<file path="src/rtl/bullet_collision_detector.sv">
// Bullet/player box overlap detector with HP bookkeeping, a timed hit hold,
// post-hit invulnerability and a sticky game-over state.
module bullet_collision_detector #(
  parameter int unsigned PLAYER_W      = 8,
  parameter int unsigned PLAYER_H      = 8,
  parameter int unsigned BULLET_W      = 2,
  parameter int unsigned BULLET_H      = 4,
  parameter int unsigned MAX_HP        = 20,
  parameter int unsigned DAMAGE        = 4,
  parameter int unsigned HOLD_CYCLES   = 4,
  parameter int unsigned INVULN_CYCLES = 50_000_000
) (
  input  logic       CLOCK_50,
  input  logic       resetn,
  input  logic       enable,
  input  logic       restart,
  input  logic [7:0] bullet_x,
  input  logic [6:0] bullet_y,
  input  logic       bullet_active,
  input  logic [7:0] player_x,
  input  logic [6:0] player_y,
  output logic       player_collision,
  output logic       hit_pulse,
  output logic [4:0] player_hp,
  output logic       invulnerable,
  output logic       game_over
);

  localparam int unsigned CntW = 26;
  localparam logic [CntW-1:0] HoldLoad   = CntW'(HOLD_CYCLES - 1);
  localparam logic [CntW-1:0] InvulnLoad = CntW'(INVULN_CYCLES - 1);
  localparam logic [4:0]      MaxHp      = 5'(MAX_HP);

  typedef enum logic [1:0] {StArmed, StHit, StInvuln, StDead} state_e;

  state_e          state_q;
  logic [CntW-1:0] cnt_q;
  logic            overlap_d, overlap_q;
  logic            x_ok, y_ok;
  logic [4:0]      hp_after_hit;

  // Widened sums so boxes near the right/bottom screen edge never wrap.
  assign x_ok = ({1'b0, bullet_x} < ({1'b0, player_x} + 9'(PLAYER_W))) &&
                (({1'b0, bullet_x} + 9'(BULLET_W)) > {1'b0, player_x});
  assign y_ok = ({1'b0, bullet_y} < ({1'b0, player_y} + 8'(PLAYER_H))) &&
                (({1'b0, bullet_y} + 8'(BULLET_H)) > {1'b0, player_y});
  assign overlap_d = bullet_active && x_ok && y_ok;

  assign hp_after_hit = (32'(player_hp) > DAMAGE) ? (player_hp - 5'(DAMAGE)) : 5'd0;

  always_ff @(posedge CLOCK_50 or negedge resetn) begin
    if (!resetn) begin
      state_q          <= StArmed;
      cnt_q            <= '0;
      overlap_q        <= 1'b0;
      player_hp        <= MaxHp;
      player_collision <= 1'b0;
      hit_pulse        <= 1'b0;
      invulnerable     <= 1'b0;
      game_over        <= 1'b0;
    end else begin
      overlap_q <= overlap_d;
      hit_pulse <= 1'b0;
      if (restart) begin
        state_q          <= StArmed;
        cnt_q            <= '0;
        player_hp        <= MaxHp;
        player_collision <= 1'b0;
        invulnerable     <= 1'b0;
        game_over        <= 1'b0;
      end else begin
        case (state_q)
          StArmed: begin
            if (enable && overlap_q) begin
              state_q          <= StHit;
              player_hp        <= hp_after_hit;
              hit_pulse        <= 1'b1;
              player_collision <= 1'b1;
              cnt_q            <= HoldLoad;
            end
          end
          StHit: begin
            if (enable) begin
              if (cnt_q == '0) begin
                if (player_hp == 5'd0) begin
                  // Collision stays asserted so the bullet generator sees a dead player.
                  state_q   <= StDead;
                  game_over <= 1'b1;
                end else begin
                  state_q          <= StInvuln;
                  player_collision <= 1'b0;
                  invulnerable     <= 1'b1;
                  cnt_q            <= InvulnLoad;
                end
              end else begin
                cnt_q <= cnt_q - 1'b1;
              end
            end
          end
          StInvuln: begin
            if (enable) begin
              if (cnt_q == '0) begin
                state_q      <= StArmed;
                invulnerable <= 1'b0;
              end else begin
                cnt_q <= cnt_q - 1'b1;
              end
            end
          end
          StDead: begin
          end
          default: state_q <= StArmed;
        endcase
      end
    end
  end

endmodule

</file>
<file path="config.mk">
export PLATFORM = sky130hd
export DESIGN_NAME = bullet_collision_detector
export DESIGN_NICKNAME = d
export VERILOG_FILES = /design/src/rtl/bullet_collision_detector.sv
export SDC_FILE = /design/constraint.sdc
export NUM_CORES = 1
export LEC_CHECK = 0
export ABC_CLOCK_PERIOD_IN_PS = 2100
export CAP_MARGIN = 10
export CORE_ASPECT_RATIO = 0.5
export CORE_UTILIZATION = 40
export CTS_CLUSTER_DIAMETER = 150
export DETAILED_ROUTE_END_ITERATION = 12
export PLACE_DENSITY = 0.71
export SYNTH_ARGS = -nofsm -noshare
export SYNTH_HDL_FRONTEND = slang
export SYNTH_SLANG_ARGS = --single-unit
</file>
<file path="constraint.sdc">
create_clock -name CLOCK_50 -period 2.1 [get_ports CLOCK_50]
set_input_delay 0.42 -clock CLOCK_50 [delete_from_list [all_inputs] [get_ports CLOCK_50]]
set_output_delay 0.42 -clock CLOCK_50 [all_outputs]
set_load 0.01 [all_outputs]
</file>
# --- Word level (Yosys, flattened, before mapping) ---
# Cells that the tools add are included.
classes:
  n_addsub: 6
  multipliers: 0
  div_mod_pow: 0
  magnitude_cmp: 5
  n_eq_ne: 10
  n_shift: 0
  mux: 41
  bitwise: 0
  n_reduce_logical: 23
ops:
  columns: ["op", "n"]
  rows:
  - ["26-bit two-way mux", 7]
  - ["26-bit one-hot mux with 3 select lines", 1]
  - ["26-bit zero test", 1]
  - ["26-bit by 1-bit subtractor with 26-bit output (second input constant)", 1]
  - ["3-bit inequality test (second input constant)", 7]
  - ["1-bit two-way mux", 20]
  - ["5-bit two-way mux", 4]
  - ["6-bit AND reduction", 3]
  - ["2-bit two-way mux", 6]
  - ["2-bit nonzero test", 6]
  - ["8-bit by 2-bit adder with 9-bit output (second input constant)", 1]
  - ["8-bit by 4-bit adder with 9-bit output (second input constant)", 1]
  - ["9-bit by 8-bit > comparator with 1-bit output", 1]
  - ["8-bit by 9-bit < comparator with 1-bit output", 1]
  - ["7-bit by 3-bit adder with 8-bit output (second input constant)", 1]
  - ["7-bit by 4-bit adder with 8-bit output (second input constant)", 1]
  - ["8-bit by 7-bit > comparator with 1-bit output", 1]
  - ["7-bit by 8-bit < comparator with 1-bit output", 1]
  - ["2-bit one-hot mux with 3 select lines", 1]
  - ["3-bit nonzero test", 2]
  - ["5-bit by 3-bit > comparator with 1-bit output (second input constant)", 1]
  - ["1-bit logical AND", 5]
  - ["5-bit zero test", 1]
  - ["5-bit AND reduction", 1]
  - ["9 further kinds", 10]
totals:
  register_bits: 38
  latchBits: 0
  mem_bits_rw: 0
  romBits: 0
  output_inout_bits: 9
  elab_cells: 93
  memories: 0

# --- Depth between registers and ports, before layout ---
logic_depth:
  ltp_word: 6
  ltp_mapped: 10
  mapped_depth_nobuf: 10

# --- Worst setup path before layout ---
# Ideal clock, no wire load.
synth_path:
  kind: "flip-flop to flip-flop"
  from: "register cnt_q[0]"
  to: "register cnt_q[25]"
  setup_time_ps: 99
  arrival_time_ps: 2250
  required_time_ps: 2001
  slack_ps: -249
  path_stages_with_launch: 9
  path_buffers: 1
  path_cell_list: "dfrtp_1 inv_1 ha_1 or3b_1 buf_2 or4_4 nor4_1 a211oi_1 a311oi_1"
synth_via:
  elab_chain_len: 5
  word_cells_on_any_way: 11
  cone_classes: "add/sub: 1; eq/ne: 2; mux: 6; reduce/logical: 2"
synth_rtl:
  columns: ["element", "line_no", "source"]
  rows:
  - ["start: declaration", "37", "logic [CntW-1:0] cnt_q;"]
  - ["start signal: assignment", "79", "cnt_q <= HoldLoad;"]
  - ["start signal: assignment", "93", "cnt_q <= InvulnLoad;"]
  - ["start signal: assignment", "96", "cnt_q <= cnt_q - 1'b1;"]
  - ["26-bit by 1-bit subtractor with 26-bit output / 26-bit zero test (equally long branches)", null, null]
  - ["26-bit two-way mux (on tied branches)", "102, 84", null]
  - ["26-bit two-way mux (on tied branches)", "101, 83", null]
  - ["26-bit one-hot mux with 3 select lines", "72", "case (state_q)"]
  - ["26-bit two-way mux", "64", "if (restart) begin"]
# Several ways; a longest one is shown, not always the timed one. The select of a mux whose other input is x is not followed.
# A chain may end at the register's enable or synchronous reset.

# --- Final worst setup path ---
layout_path:
  from: "register cnt_q[8]"
  to: "register cnt_q[17]"
# The elaborated chain is that of the path after synthesis.

==> metrics <==
Core Util, Final=0.6670; most frequent cells in the layout=106 x buf_4, 34 x dfrtp_1, 33 x inv_1, 33 x ha_1, 28 x clkdlybuf4s50_1; total design power=about 4.8 mW; sequential area share after synthesis=0.2726; part of the cycle the worst path needs=1.123; commonest non-fill, non-tap cell in the layout=buf_4; Critical Path AT=2.59 ns; mux share of post-synthesis cell area=0; register bit total from synthesis=36; clk root buf=clkbuf_16; Layout Nets=630; syn avg cell area=approximately 8.2 um^2; Setup Skew=0.002989 ns; die area=just under 9000 um^2; Slew Limit Fails=0; DR DRC count=0; main combinational cell family by area after synthesis=simple AND/OR/NAND/NOR gates; cell repeated most along the worst path=buf_4; Routed Antenna Nets=0; I/O Buffers=41; combinational share of power=0.632; GRT overflow=0; # placed instances=roughly 640; compound-gate portion of the synthesized area=0.2386; endpoint class of the critical path=register; Die Y=66.37 um; Post-synth EDFFs=0; TritonCTS clock tree=built; total wire length=roughly 11 mm; clock power share=0.196; DRT Pass-1 Iters=6; Core Area=~8000 um^2; Die Wd=130.7 um; antenna violations before repair=0; deepest clock path buffer count=2; RSZ-0062 raised after global routing=true; first-pass GRT wire length=approximately 17 mm; top_reg_cell synth=dfrtp_1; Rows=23; hpwl dp=between 7 and 8 mm; Sw Pwr=1.936 mW; Final Instance Count excl. Fillers=between 600 and 700; post-synthesis simple-gate area fraction=0.2522; clk slew on worst S/H paths=0.06 ns; Starting Density=0.4128; Vias/cell=just under 6; Layout area overhead=61.57%; Peak Freq=about 420 MHz; Synth async-reset ratio=1.000; CP Cell Sequence=or4_4 > buf_6 > nor4_4 > buf_4 > buf_4 > nand4_1 > a211oi_2 > o22a_1; number of diodes=0; Flop pwr share=0.173; worst setup margin=-0.2580 ns; worst vdd rail ir drop=0.4494 mV; drt initial violations=around 270; Post-Synth Adder-Cell Area=0.1435; Slowest-stage cell, CP=or4_4; crit path launch type=register; failing checks=negative setup slack; via count=3925; Boundary Pins=between 40 and 50; Worst Hold Class=primary input to async pin; layout cells sized above 1=0.3638; worst reg2reg path depth=8; CP Class=register to register; Syn Std Cell Area=around 3300 um^2; Post-Synth XOR/XNOR Area=0.03435; later-pin clock latency in the skew report=~0.29 ns; GRT Util Overall=0.2590; WP data required=~2.3 ns; Final Hold Viols=0; Cell variety after synth=between 60 and 70; outcome=finished with violations; leakage=around 2.5 nW; P_int=~2.8 mW; synth warn=0; routability cong.=0.9136; switch share=0.4048; setup violators final=31; pwr dens=about 890 nW/um^2; H-tree levels=2; worst-path maximum fanout=4; CTS sink cnt=36; largest net degree at the start of global routing=37; vias in the first global route=roughly 3800; CP peak stage delay=between 0.5 and 0.6 ns; CTS buffer count=5; Syn Inst Count=roughly 400; min cycle time layout=~2.4 ns; relative slew slack=0.4487; Least-Margin Pin Slew=approximately 0.83 ns; drt wl/cell=16.99 um; MaxCap Viol Count=0
stage by stage:
stage	setup TNS, ns	setup WS (ns)	hold WS (ns)	cell area [um^2]
after floorplan	-1.887	-0.1126	0.1244	3376
after detailed placement	-6.048	-0.5963	0.4950	4577
after global routing	-7.618	-0.3288	0.3114	5355
after global placement	-6.195	-0.5197	0.4973	4577
after CTS	-3.291	-0.1815	0.2620	5120
final	-5.196	-0.2580	0.2290	5355
cells by family (layout without fill, tap and decap cells):
family / count (synthesis) / in the layout
simple gates: 146 / 146
compound gates: 121 / 121
buf+inv: 48 / 202
fa+ha+maj: 38 / 38
flops: 36 / 36
xor+xnor: 13 / 13
other cells: 1 / 2
power groups by stage:
stage          Combinational (mW)  Clock, mW  Sequential, mW
4_1_cts                      2.60      0.937           0.822
5_1_grt                      3.19      0.959           0.837
2_1_floorplan                1.23          0           0.863
6_report                     3.02      0.936           0.827
3_3_place_gp                 2.19          0           0.834
3_5_place_dp                 2.22          0           0.836
synth_stat cells, drive strengths merged (2+ instances only):
cell type,n,area (um^2)
a211o,2,17.52
a211oi,4,30.03
o22a,2,17.52
o211ai,8,60.06
a21oi,19,95.09
a31oi,12,75.07
o31ai,17,127.6
o21ai,33,165.1
a21o,2,15.01
xor2,3,26.28
and3,4,25.02
o31a,2,17.52
o41ai,2,17.52
or3,10,62.56
nor3,14,86.34
nand4,10,68.81
buf,5,30.02
nand2b,4,25.02
nand2,25,93.84
nor2,28,105.1
dfrtp,34,850.8
nor4,10,98.84
nand3,15,75.07
a2111oi,2,23.77
or4,10,78.82
o21a,4,30.03
inv,33,123.9
clkbuf,10,37.54
or2,6,37.54
a22oi,3,22.52
dfstp,2,52.55
ha,38,475.5
nor2b,2,12.51
xnor2,10,87.58
critical path: cells and delay by family, from the launching register on:
family,cells,cell delay [ns]
compound gates,2,0.41
buf+inv,3,0.46
flops,1,0.38
simple gates,3,1.03
worst paths after layout:
check / start / to / slack [ns]
worst max-delay path: cnt_q[8] / cnt_q[17] / -0.26
worst min-delay path: resetn / cnt_q[21] / 0.23
worst max register to register: cnt_q[8] / cnt_q[17] / -0.26
worst min register to register: invulnerable / invulnerable / 0.51
max in group asynchronous: resetn / cnt_q[1] / 1.35
min in group CLOCK_50: invulnerable / invulnerable / 0.51
layout make-up:
cell class / instances / area (um^2)
fill: 568 / 2674
clock buffer: 7 / 152.6
multi-input combinational: 320 / 2601
timing repair buffer: 161 / 1404
tap: 112 / 140.1
clock inverter: 1 / 30.03
sequential: 36 / 903.4
inverter: 33 / 123.9
what timing repair did:
action | 4_1_cts | 5_1_grt
gates resized for setup | 51 | 63
setup endpoints to repair | 31 | 32
endpoints found under the hold margin | 0 | 0
buffers inserted | 16 | 7
gates cloned | 4 | 0
pin swaps | 25 | 36
hold buffers | 0 | 0
per-layer routing:
layer,GRT usage,vias to the layer above,part of all wire
met1,0.3135,1837,0.41
met4,0.1365,0,0.030
met5,0,-,0
li1,-,1829,-
met2,0.4405,222,0.48
met3,0.04854,37,0.082
registers in the layout (all words and copies together) (netlist names):
name,flops
cnt_q,26
game_over,1
hit_pulse,1
invulnerable,1
overlap_q,1
player_collision,1
player_hp,3
state_q,2
No activity file was read; power rests on OpenSTA's default activity.
